### src/rtl/pc_npc_sequencer.sv
// Fetch PC/nPC pair with MIPS single-delay-slot redirect and stall-time redirect capture.
// Optional applied-redirect counter enabled by defining TAKEN_COUNT_EN.
//
// state | meaning
// ------+---------------------------------------------------------------
// RUN   | sequential fetch, accepts redirects
// PEND  | redirect captured during a stall, waiting for pc_le
// SLOT  | pc holds the delay-slot instruction of a taken branch
module pc_npc_sequencer #(
   parameter int                 ADDR_W   = 32,
   parameter logic [ADDR_W-1:0]  RESET_PC = '0
) (
   input  logic              clk,
   input  logic              reset,
   input  logic              pc_le,
   input  logic              branch_taken,
   input  logic [ADDR_W-1:0] branch_target_pc,
   output logic [ADDR_W-1:0] pc,
   output logic [ADDR_W-1:0] npc,
   output logic              delay_slot,
   output logic              redirect_pending,
   output logic [15:0]       branch_count
);

   typedef enum logic [1:0] {
      ST_RUN  = 2'b00,
      ST_PEND = 2'b01,
      ST_SLOT = 2'b10
   } state_t;

   localparam logic [ADDR_W-1:0] INC  = ADDR_W'(4);
   localparam logic [ADDR_W-1:0] PC0  = {RESET_PC[ADDR_W-1:2], 2'b00};
   localparam logic [ADDR_W-1:0] NPC0 = PC0 + INC;

   state_t            state_q, state_nxt;
   logic [ADDR_W-1:0] pc_q, pc_nxt;
   logic [ADDR_W-1:0] npc_q, npc_nxt;
   logic [ADDR_W-1:0] tgt_q, tgt_nxt;
   logic              ds_q, ds_nxt;
   logic              rp_q, rp_nxt;
   logic [ADDR_W-1:0] tgt_in;

   assign tgt_in = {branch_target_pc[ADDR_W-1:2], 2'b00};

   always_ff @(posedge clk) begin
      if (reset) begin
         state_q <= ST_RUN;
         pc_q    <= PC0;
         npc_q   <= NPC0;
         tgt_q   <= '0;
         ds_q    <= 1'b0;
         rp_q    <= 1'b0;
      end else begin
         state_q <= state_nxt;
         pc_q    <= pc_nxt;
         npc_q   <= npc_nxt;
         tgt_q   <= tgt_nxt;
         ds_q    <= ds_nxt;
         rp_q    <= rp_nxt;
      end
   end

   always_comb begin
      state_nxt = ST_RUN;
      case (state_q)
         ST_RUN: begin
            if (branch_taken)
               state_nxt = pc_le ? ST_SLOT : ST_PEND;
            else
               state_nxt = ST_RUN;
         end
         ST_PEND: state_nxt = pc_le ? ST_SLOT : ST_PEND;
         ST_SLOT: state_nxt = pc_le ? ST_RUN : ST_SLOT;
         default: state_nxt = ST_RUN;
      endcase
   end

   always_comb begin
      pc_nxt  = pc_q;
      npc_nxt = npc_q;
      tgt_nxt = tgt_q;
      ds_nxt  = ds_q;
      rp_nxt  = rp_q;
      case (state_q)
         ST_RUN: begin
            if (pc_le) begin
               pc_nxt = npc_q;
               if (branch_taken) begin
                  npc_nxt = tgt_in;
                  ds_nxt  = 1'b1;
               end else begin
                  npc_nxt = npc_q + INC;
               end
            end else if (branch_taken) begin
               tgt_nxt = tgt_in;
               rp_nxt  = 1'b1;
            end
         end
         ST_PEND: begin
            // later redirects are dropped: the first captured target wins
            if (pc_le) begin
               pc_nxt  = npc_q;
               npc_nxt = tgt_q;
               rp_nxt  = 1'b0;
               ds_nxt  = 1'b1;
            end
         end
         ST_SLOT: begin
            if (pc_le) begin
               pc_nxt  = npc_q;
               npc_nxt = npc_q + INC;
               ds_nxt  = 1'b0;
            end
         end
         default: begin
            ds_nxt = 1'b0;
            rp_nxt = 1'b0;
         end
      endcase
   end

   assign pc               = pc_q;
   assign npc              = npc_q;
   assign delay_slot       = ds_q;
   assign redirect_pending = rp_q;

`ifdef TAKEN_COUNT_EN
   logic        slot_entry;
   logic [15:0] cnt_q;

   assign slot_entry = pc_le && ((state_q == ST_RUN && branch_taken) || state_q == ST_PEND);

   always_ff @(posedge clk) begin
      if (reset)
         cnt_q <= '0;
      else if (slot_entry && cnt_q != 16'hFFFF)
         cnt_q <= cnt_q + 16'd1;
   end

   assign branch_count = cnt_q;
`else
   assign branch_count = 16'h0000;
`endif

endmodule
### config.mk
export PLATFORM = sky130hd
export DESIGN_NAME = pc_npc_sequencer
export DESIGN_NICKNAME = d
export VERILOG_FILES = /design/src/rtl/pc_npc_sequencer.sv
export SDC_FILE = /design/constraint.sdc
export NUM_CORES = 1
export LEC_CHECK = 0
export CORE_MARGIN = 4
export CORE_UTILIZATION = 40
export DETAILED_ROUTE_END_ITERATION = 8
export PLACE_DENSITY_LB_ADDON = 0.15
export SLEW_MARGIN = 20
export SYNTH_ARGS = -nofsm -noshare
export SYNTH_HDL_FRONTEND = slang
export SYNTH_SLANG_ARGS = --single-unit
### constraint.sdc
create_clock -name clk -period 2.38 [get_ports clk]
set_input_delay 0.238 -clock clk [delete_from_list [all_inputs] [get_ports clk]]
set_output_delay 0.238 -clock clk [all_outputs]
set_load 0.005 [all_outputs]
==> reports/metrics.yaml, run 1 <==
outcome: "complete, no violations"
wl_met1_mm: 7.135
routed.top_layer: "met4"
grt_max_degree: 44
io_buffers: 95
row_count: 40
grt_setup_unrepaired: "no"
synth_common_cells: "nand2_1 (163), dfxtp_1 (94), a21oi_1 (93)"
drtAntennaViolNets: 0
ctsHoldBuffers: 0
period_minus_slack_ps: 2121
synthSimpleGateAreaFrac_pct: 25.72
antenna_found_initial: 0
synth_async_sr_flop_share_pct: 0
fmax_mhz: 471.4
io_pins: 118
finalClockSkew_ps: 6.155
dp_hpwl_mm: 11.47
maxCapViolCount: 0
grt_usage_pct: 22.13
maxSlewViolCount: 0
cts.sinks: 94
clk_latency_ps: 350
total_power_mw: 4.195
first_pass_iters: 5
synth_edf_count: 0
synthAdderAreaFrac_pct: 1.266
synth.area.mux_share_pct: 1.494
worstHoldPathType: "flip-flop to flip-flop"
finalCritPeriodShare_pct: 89.12
drt-initial-drc-count: 366
irDropWorstVdd_v: 0.0003094
dp_slack_ps: 205.6
netlist_instances: 680
grt_remaining_overflow: 0
fin_ws_ps: 258.8
fin_nets: 816
drc_errors: 0
wl_met2_mm: 7.407
die_w_um: 119.2
synth_ff_type: "dfxtp_1"
tns_ps: 0
avgRoutedWirePerCell_um: 16.77
cts_buffers: 9
critPathMaxFanout: 9
cp.arrival_ps: 2400
synth-xor-area-share_pct: 1.949
tritoncts: "built"
syn_area_um2: 4942
yosysMostFrequentCell: "nand2_1"
yosysWarningCount: 0
die_h_um: 119.2
synth_largest_area_cell: "dfxtp_1"
cts_buffer_depth: 2
end_kind: "flip-flop"
ys_ff_latch: 94
num_vias: 5244
vias_per_cell: 5.537
p_per_area_nw_per_um2: 652.0
p_leak_nw: 2.254
area_delta_synth_final_pct: 30.18
grt_pass1_vias: 4733
placeableCoreArea_um2: 12060
num_antenna_cells: 0
hold_viol: 0
yosys.area.top_type_share_pct: 38.08
grt_pass1_wl_mm: 25.21
clk_pin_slew_ps: 70
setup_viol: 0
place.gp.congestion: 0.9219
slew_headroom_pct: 42.91
synth_top_family_by_area: "simple AND/OR/NAND/NOR gates"
synthTopCellsByArea: "dfxtp_1 (38%), nand2_1 (12%), a21oi_1 (9.4%)"
fillerInstances: 1214
worst_pin_slew_ps: 856.3
reg2reg_slack_ps: 260
wirelength_mm: 15.88
yosysSeqAreaShare_pct: 38.08
start_kind: "flip-flop"
synth_compound_area_share_pct: 23.04
die_area_um2: 14200
met3_length_mm: 1.098
required_ps: 2660
ctsRootBufferMaster: "clkbuf_16"
htree_levels: 3
synth_cell_types: 58
path_class: "flip-flop to flip-flop"
avgSynthCellArea_um2: 7.268
initial_core_util_pct: 40.98
drive_gt1_share_pct: 9.371
## per-layer routing
metal  GRT usage [%]  vias to the layer above
li1                -                     2531
met1           30.19                     2467
met2           35.61                      225
met3           3.609                       21
met4           7.314                        0
met5               0                        -
## layout by cell type (no fill, tap or decap), types with 5 or more instances in the layout
master | netlist | layout
o21ai_0 | 40 | 40
buf_4 | 21 | 42
or3_1 | 7 | 7
inv_1 | 13 | 13
conb_1 | 1 | 20
nand2_1 | 163 | 163
dfxtp_1 | 94 | 94
nor3_1 | 15 | 15
nand3_1 | 17 | 17
nor4_1 | 8 | 8
nor2b_1 | 5 | 5
a31oi_1 | 14 | 14
xnor2_1 | 7 | 7
nor2_1 | 35 | 34
nand4_1 | 10 | 10
a21oi_1 | 93 | 93
clkbuf_16 | 0 | 9
a211oi_1 | 15 | 15
clkdlybuf4s50_1 | 0 | 94
## metrics by stage
step | std cells | utilization (%) | hold slack, ps | area, um^2
global route | 947 | 53.34 | 472.5 | 6434
detailed placement | 932 | 50.92 | 445.7 | 6142
CTS | 947 | 53.32 | 454.5 | 6431
floorplan | 699 | - | 374.0 | 5014
global placement | 932 | 50.92 | 441.3 | 6142
finish | 947 | 53.34 | 451.7 | 6434
## timing repair
action | CTS | global route
setup buffers | 0 | 0
gates resized for setup | 0 | 1
setup endpoints to repair | 0 | 2
## worst max-delay path, cell delays in order (launching register included)
cell     delay, ps
dfxtp_1        360
inv_1           70
ha_2           230
nor3_2         270
o21a_1         410
nor2_1          80
or4_1          510
a21oi_1        120
## final timing paths
path                   start  endpoint  depth (start not counted)
setup / recovery  state_q[0]   npc[28]                          7
hold / removal        pc[19]    pc[19]                          2
setup reg to reg  state_q[0]   npc[28]                          7
hold reg to reg       pc[19]    pc[19]                          2
## power by group
group	switching, mW	total (mW)	internal [mW]
sequential	0.109	1.79	1.68
combinational	0.515	0.964	0.449
clock	0.627	1.44	0.813
total	1.25	4.19	2.94
## cells by family after synthesis
group | Yosys count
AND/OR/NAND/NOR | 282
adder cells (fa/ha/maj) | 5
other | 1
flip-flops | 94
buffers and inverters | 86
AO/OA/AOI/OAI | 194
multiplexers | 7
XOR/XNOR | 11
## registers in the layout, summed over array words and instances, names as in the netlist
signal and count:
tgt_q 30, state_q 2, pc 30, redirect_pending 1, delay_slot 1, npc 30
## area by class of cell
cell class                 count  area (um^2)  area share (%)
multi-input combinational    519         2723           42.32
clock buffer                  10        229.0           3.559
sequential                    94         1882           29.25
timing repair buffer         138         1281           19.91
clock inverter                 5        60.06          0.9335
inverter                      13        48.80          0.7585
tap                          168        210.2           3.267
(Power assumes the default switching activity.)
==> run 2, diff against run 1 <==
- CAP_MARGIN: not set -> 20
==> results of run 2 <==
No change in the layout: final DEF, timing and power equal those of run 1.
==> run 3, diff against run 2 <==
- ABC_CLOCK_PERIOD_IN_PS: not set -> 2380
- MAX_ROUTING_LAYER: not set -> met4
==> run 3 against run 2 <==
Flip-flop and latch count is the same; worst hold slack better by 1.6 ps; count of clock-buffer cells in the layout rose by 3; fmax decreased by 2.4%; setup slack got worse by 52 ps; cell count fell by 0.21%; sequential power about the same.
==> reports/metrics.yaml, run 3 (synthesized netlist as in run 1, its figures left out) <==
dp_hpwl_mm: 11.46  # -0.15%
post-cts-setup-buffers: 0  # unchanged
whs_path_depth: 2  # unchanged
outcome: "complete, no violations"
grt_remaining_overflow: 0  # unchanged
cp_cell_sequence: "inv_1, ha_2, buf_4, buf_4, nand2_1, a221oi_1, a2111oi_0"
grt_pass1_wl_mm: 25.20  # about the same
timing.hold.ws_ps: 453.3  # +1.574 ps
critPathMaxFanout: 26  # +17
slew_headroom_pct: 50.40  # +7.5 points
htree_levels: 3  # unchanged
path_buf_inv: 3  # +2
final_area_um2: 6425  # -0.14%
cp_num_cells: 7  # unchanged
end_kind: "flip-flop"
worstHoldPathType: "primary input to flip-flop"
avgRoutedWirePerCell_um: 16.71  # -0.33%
fmax_mhz: 460.1  # -2.4%
final_cell_mix: "nand2_1 (163), dfxtp_1 (94), clkdlybuf4s50_1 (94)"
tritoncts: "built"
maxSlewViolCount: 0  # unchanged
tns_ps: 0  # unchanged
place.gp.congestion: 0.9031  # -2.0%
area_delta_synth_final_pct: 30.00
grt_max_degree: 36  # -18%
clk_pin_slew_ps: 70  # about the same
worst_pin_slew_ps: 744.0  # -112.3 ps
final_common_cell: "nand2_1"
io_buffers: 95  # unchanged
crit_path_frequent_cell: "buf_4"
first_pass_iters: 5  # unchanged
maxCapViolCount: 0  # unchanged
vias_per_cell: 5.406  # -2.4%
fin_nets: 813  # -0.37%
drc_errors: 0  # unchanged
setup_viol: 0  # unchanged
die_h_um: 119.2  # unchanged
critPathMaxStageDelay_ps: 420  # -90 ps
cts.sinks: 94  # unchanged
dpl_cell_area_um2: 6120  # -0.37%
start_kind: "flip-flop"
p_per_area_nw_per_um2: 657.6  # +0.86%
io_pins: 118  # unchanged
cts-resized-gates: 0  # unchanged
p_leak_nw: 2.247  # -0.31%
wirelength_mm: 15.79  # -0.54%
period_minus_slack_ps: 2173  # +52.14 ps
finalCritPeriodShare_pct: 91.32  # +2.2 points
ctsHoldBuffers: 0  # unchanged
die_area_um2: 14200  # unchanged
grt_pass1_vias: 4755  # +0.46%
grt_setup_unrepaired: "no"
grt_usage_pct: 22.57  # +0.44 points
num_vias: 5109  # -2.6%
cts_buffer_depth: 2  # unchanged
reg2regPathDepth: 7  # unchanged
finalClockSkew_ps: 5.885  # -0.2701 ps
irDropWorstVdd_v: 0.0002846  # -8.0%
drt-initial-drc-count: 373  # +1.9%
placeableCoreArea_um2: 12060  # unchanged
hold_viol: 0  # unchanged
path_class: "flip-flop to flip-flop"
slowest_stage: "ha_2"
ctsRootBufferMaster: "clkbuf_16"
clk_latency_ps: 350  # about the same
cts_buffers: 9  # unchanged
num_antenna_cells: 0  # unchanged
critical-path-top-delay-family: "buffers and inverters"
required_ps: 2570  # -90 ps
initial_core_util_pct: 40.98  # unchanged
drive_gt1_share_pct: 9.009  # -0.36 points
utilization_pct: 53.27  # -0.073 points
row_count: 40  # unchanged
die_w_um: 119.2  # unchanged
drtAntennaViolNets: 0  # unchanged
cp.arrival_ps: 2370  # -30 ps
antenna_found_initial: 0  # unchanged
==> run 3: cell count changes in the layout (fill, tap and decap cells not counted) <==
cell      change
buf_4         -3
clkinv_4      -1
inv_6         -1
clkbuf_8      +2
clkbuf_1      +1
==> run 3: final timing paths <==
kind / slack (ps) / endpoint / start
worst max-delay path: 210 / npc[10] / state_q[0]
worst max register to register: 210 / npc[10] / state_q[0]
worst min register to register: 450 / pc[21] / pc[21]
worst min-delay path: 450 / npc[3] / reset
==> run 3: layout make-up <==
class                   count  area [um^2]
well taps                 168        210.2
clock inverters             3        42.54
repair buffers            135         1259
inverters                  13        48.80
multi-input cells         519         2723
clock buffers              13        260.3
fillers                  1172         5637
flip-flops and latches     94         1882
==> run 3: stage by stage <==
stage	power (mW)	std cells	setup WS (ps)
after CTS	4.246	945	164.5
after floorplan	2.321	699	438.9
after global routing	4.429	945	66.58
after detailed placement	2.767	929	206.2
final	4.225	945	206.7
after global placement	2.749	929	225.7
==> run 3: power breakdown <==
| part | internal [mW] | switching (mW) | leakage, nW | total (mW) |
|---|---|---|---|---|
| clock network | 0.871 | 0.613 | 0.146 | 1.48 |
| registers | 1.68 | 0.111 | 0.768 | 1.79 |
| logic | 0.441 | 0.507 | 1.33 | 0.948 |
| total | 2.99 | 1.23 | 2.25 | 4.22 |
==> run 3: per-layer routing <==
layer	global-route usage, %	vias up	wire (um)
met1	30.52	2356	7152
met5	-	-	0
met2	34.86	207	7224
li1	-	2526	-
met4	7.676	0	300
met3	3.039	20	1114
==> RTL edit: new RTL, flow settings as in run 3 <==
Add a define of `TAKEN_COUNT_EN`.
--- a/src/rtl/pc_npc_sequencer.sv
+++ b/src/rtl/pc_npc_sequencer.sv
@@ -6,6 +6,8 @@
 // RUN   | sequential fetch, accepts redirects
 // PEND  | redirect captured during a stall, waiting for pc_le
 // SLOT  | pc holds the delay-slot instruction of a taken branch
+`define TAKEN_COUNT_EN
+
 module pc_npc_sequencer #(
    parameter int                 ADDR_W   = 32,
    parameter logic [ADDR_W-1:0]  RESET_PC = '0
Formal check against the unedited RTL: not equivalent (a bounded check fails within 4 cycles, from zero or initial values and one cycle with reset high).
==> RTL edit against run 3 <==
Worst setup slack worse by 63 ps. Highest routed layer unchanged. Area after synthesis is 15% higher. Power is 6.7% higher. Sequential share of layout area hardly changed. Sequential cell count is 16 higher. Final cell count is 12% higher. Wire length is 20% higher. Non-clock buffer count is 36 higher. Final area is 17% higher.
==> RTL edit: results (changes against run 3) <==
Synth
  – Area contributors post-synth: sky130_fd_sc_hd__dfxtp_1, sky130_fd_sc_hd__nand2_1, sky130_fd_sc_hd__a21oi_1, sky130_fd_sc_hd__xnor2_1, sky130_fd_sc_hd__clkbuf_1
  – Sequential share of the synthesized area: 38.8% (+0.71 points)
  – Ranking of synthesized cells by instance count: sky130_fd_sc_hd__nand2_1, sky130_fd_sc_hd__dfxtp_1, sky130_fd_sc_hd__a21oi_1
  – Mapped Cells: 753 (+11%)
  – Distinct cell type count after synthesis: 62 (+6.9%)

Final layout
  – Net count, final: 918 (+13%)

Pwr
  – Static leakage: 2.61 nW (+16%)
  – Worst IR Drop VDD: 0.366 mV (+29%)

Place
  – Gpl congestion: 0.869 (-3.8%)
  – Port Buf Inserts: 111 (+17%)
  – Detail Placement HPWL: 13500 um (+18%)
  – Number of cells in the design after placement: 1045 (+12%)

Drt
  – Vias/cell: 5.61 (+3.8%)
  – Initial DRC Count: 486 (+30%)

Timing
  – Relative slew slack: 53.2% (+2.8 points)
  – Final setup skew: 9.47 ps (+3.59 ps)

Setup path
  – R2r setup slk: 140 ps (-60 ps)
  – Master of the slowest instance on the critical path: sky130_fd_sc_hd__ha_1
  – Critical Path Fanout Max: 11 (-58%)
  – Critical path's largest stage delay: 570 ps (+150 ps)
  – Signal arrival time at the worst endpoint: 2510 ps (+140 ps)

Global route
  – Maximum number of pins on one net before global-route repair: 42 (+17%)
  – Total GRT Usage: 23.7% (+1.2 points)
  – Via count of the first global-routing pass: 5560 (+17%)
  – Wire length of the first global-routing pass: 29800 um (+18%)

Status
  – Run status: completed
RTL edit: cell types whose count changed in the layout (fill, tap and decap cells not counted), moves of 8 or more:
cell,change
sky130_fd_sc_hd__o21ai_0,-11
sky130_fd_sc_hd__nor2_1,+8
sky130_fd_sc_hd__nand2_1,+9
sky130_fd_sc_hd__clkdlybuf4s50_1,+16
sky130_fd_sc_hd__conb_1,-16
sky130_fd_sc_hd__xnor2_1,+14
sky130_fd_sc_hd__a21oi_1,-8
sky130_fd_sc_hd__buf_4,+19
sky130_fd_sc_hd__dfxtp_1,+15
sky130_fd_sc_hd__nand3_1,+11
RTL edit: layout make-up:
class                      count  area [um^2]
fill                        1355         6350
multi-input combinational    574         3200
sequential                   110         2200
timing repair buffer         171         1590
clock buffer                  11          233
tap                          180          225
clock inverter                 5         50.0
inverter                      10         37.5
RTL edit: critical path: cells and delay by family (launching register included):
kind | cells | cell delay [ps]
AO/OA/AOI/OAI | 3 | 640
AND/OR/NAND/NOR | 1 | 250
buffers and inverters | 2 | 320
flip-flops | 1 | 360
adder cells (fa/ha/maj) | 1 | 570
RTL edit: kinds of logic after synthesis:
group,count (synthesis),synth area share (%)
buffers and inverters,72,5.31
and+or+nand+nor,342,28.9
AOI/OAI and AO/OA,191,20.6
muxes,7,1.30
xor gates and xnor gates,24,3.70
adders and majority gates,6,1.32
other,1,0.0660
DFF,110,38.8
RTL edit: what timing repair did:
item | 4_1_cts | 5_1_grt
hold buffers | 0 | 0
resized for setup | 0 | 4
setup endpoints to repair | 0 | 7
RTL edit: report_power, final:
| group | internal [mW] | switching [mW] | leakage, nW |
|---|---|---|---|
| clock | 0.811 | 0.681 | 0.143 |
| sequential | 1.94 | 0.0864 | 0.897 |
| combinational | 0.450 | 0.535 | 1.57 |
| total | 3.20 | 1.30 | 2.61 |
RTL edit: layer usage:
metal	GRT usage (%)	vias up	share of wire [%]
met5	-	-	0
met4	5.55	0	1.3
met3	5.14	21	6.3
met2	36.8	198	47
met1	31.9	2825	46
li1	-	2908	-
RTL edit: path summary, 6_finish.rpt:
path                            startpoint      end  depth (start not counted)
worst max-delay path            state_q[1]  npc[16]                          7
worst min-delay path                 reset   pc[19]                          2
worst max register to register  state_q[1]  npc[16]                          7
worst min register to register      pc[30]   pc[30]                          2
RTL edit: per-stage QoR:
stage	utilization (%)	hold slack, ps	cell area, um^2	setup slack, ps
after floorplan	-	374	5690	65.4
after global placement	52.2	438	7240	75.3
after detailed placement	52.2	446	7240	61.9
after CTS	54.2	269	7520	47.9
after global routing	54.3	283	7530	19.0
final	54.3	282	7530	144
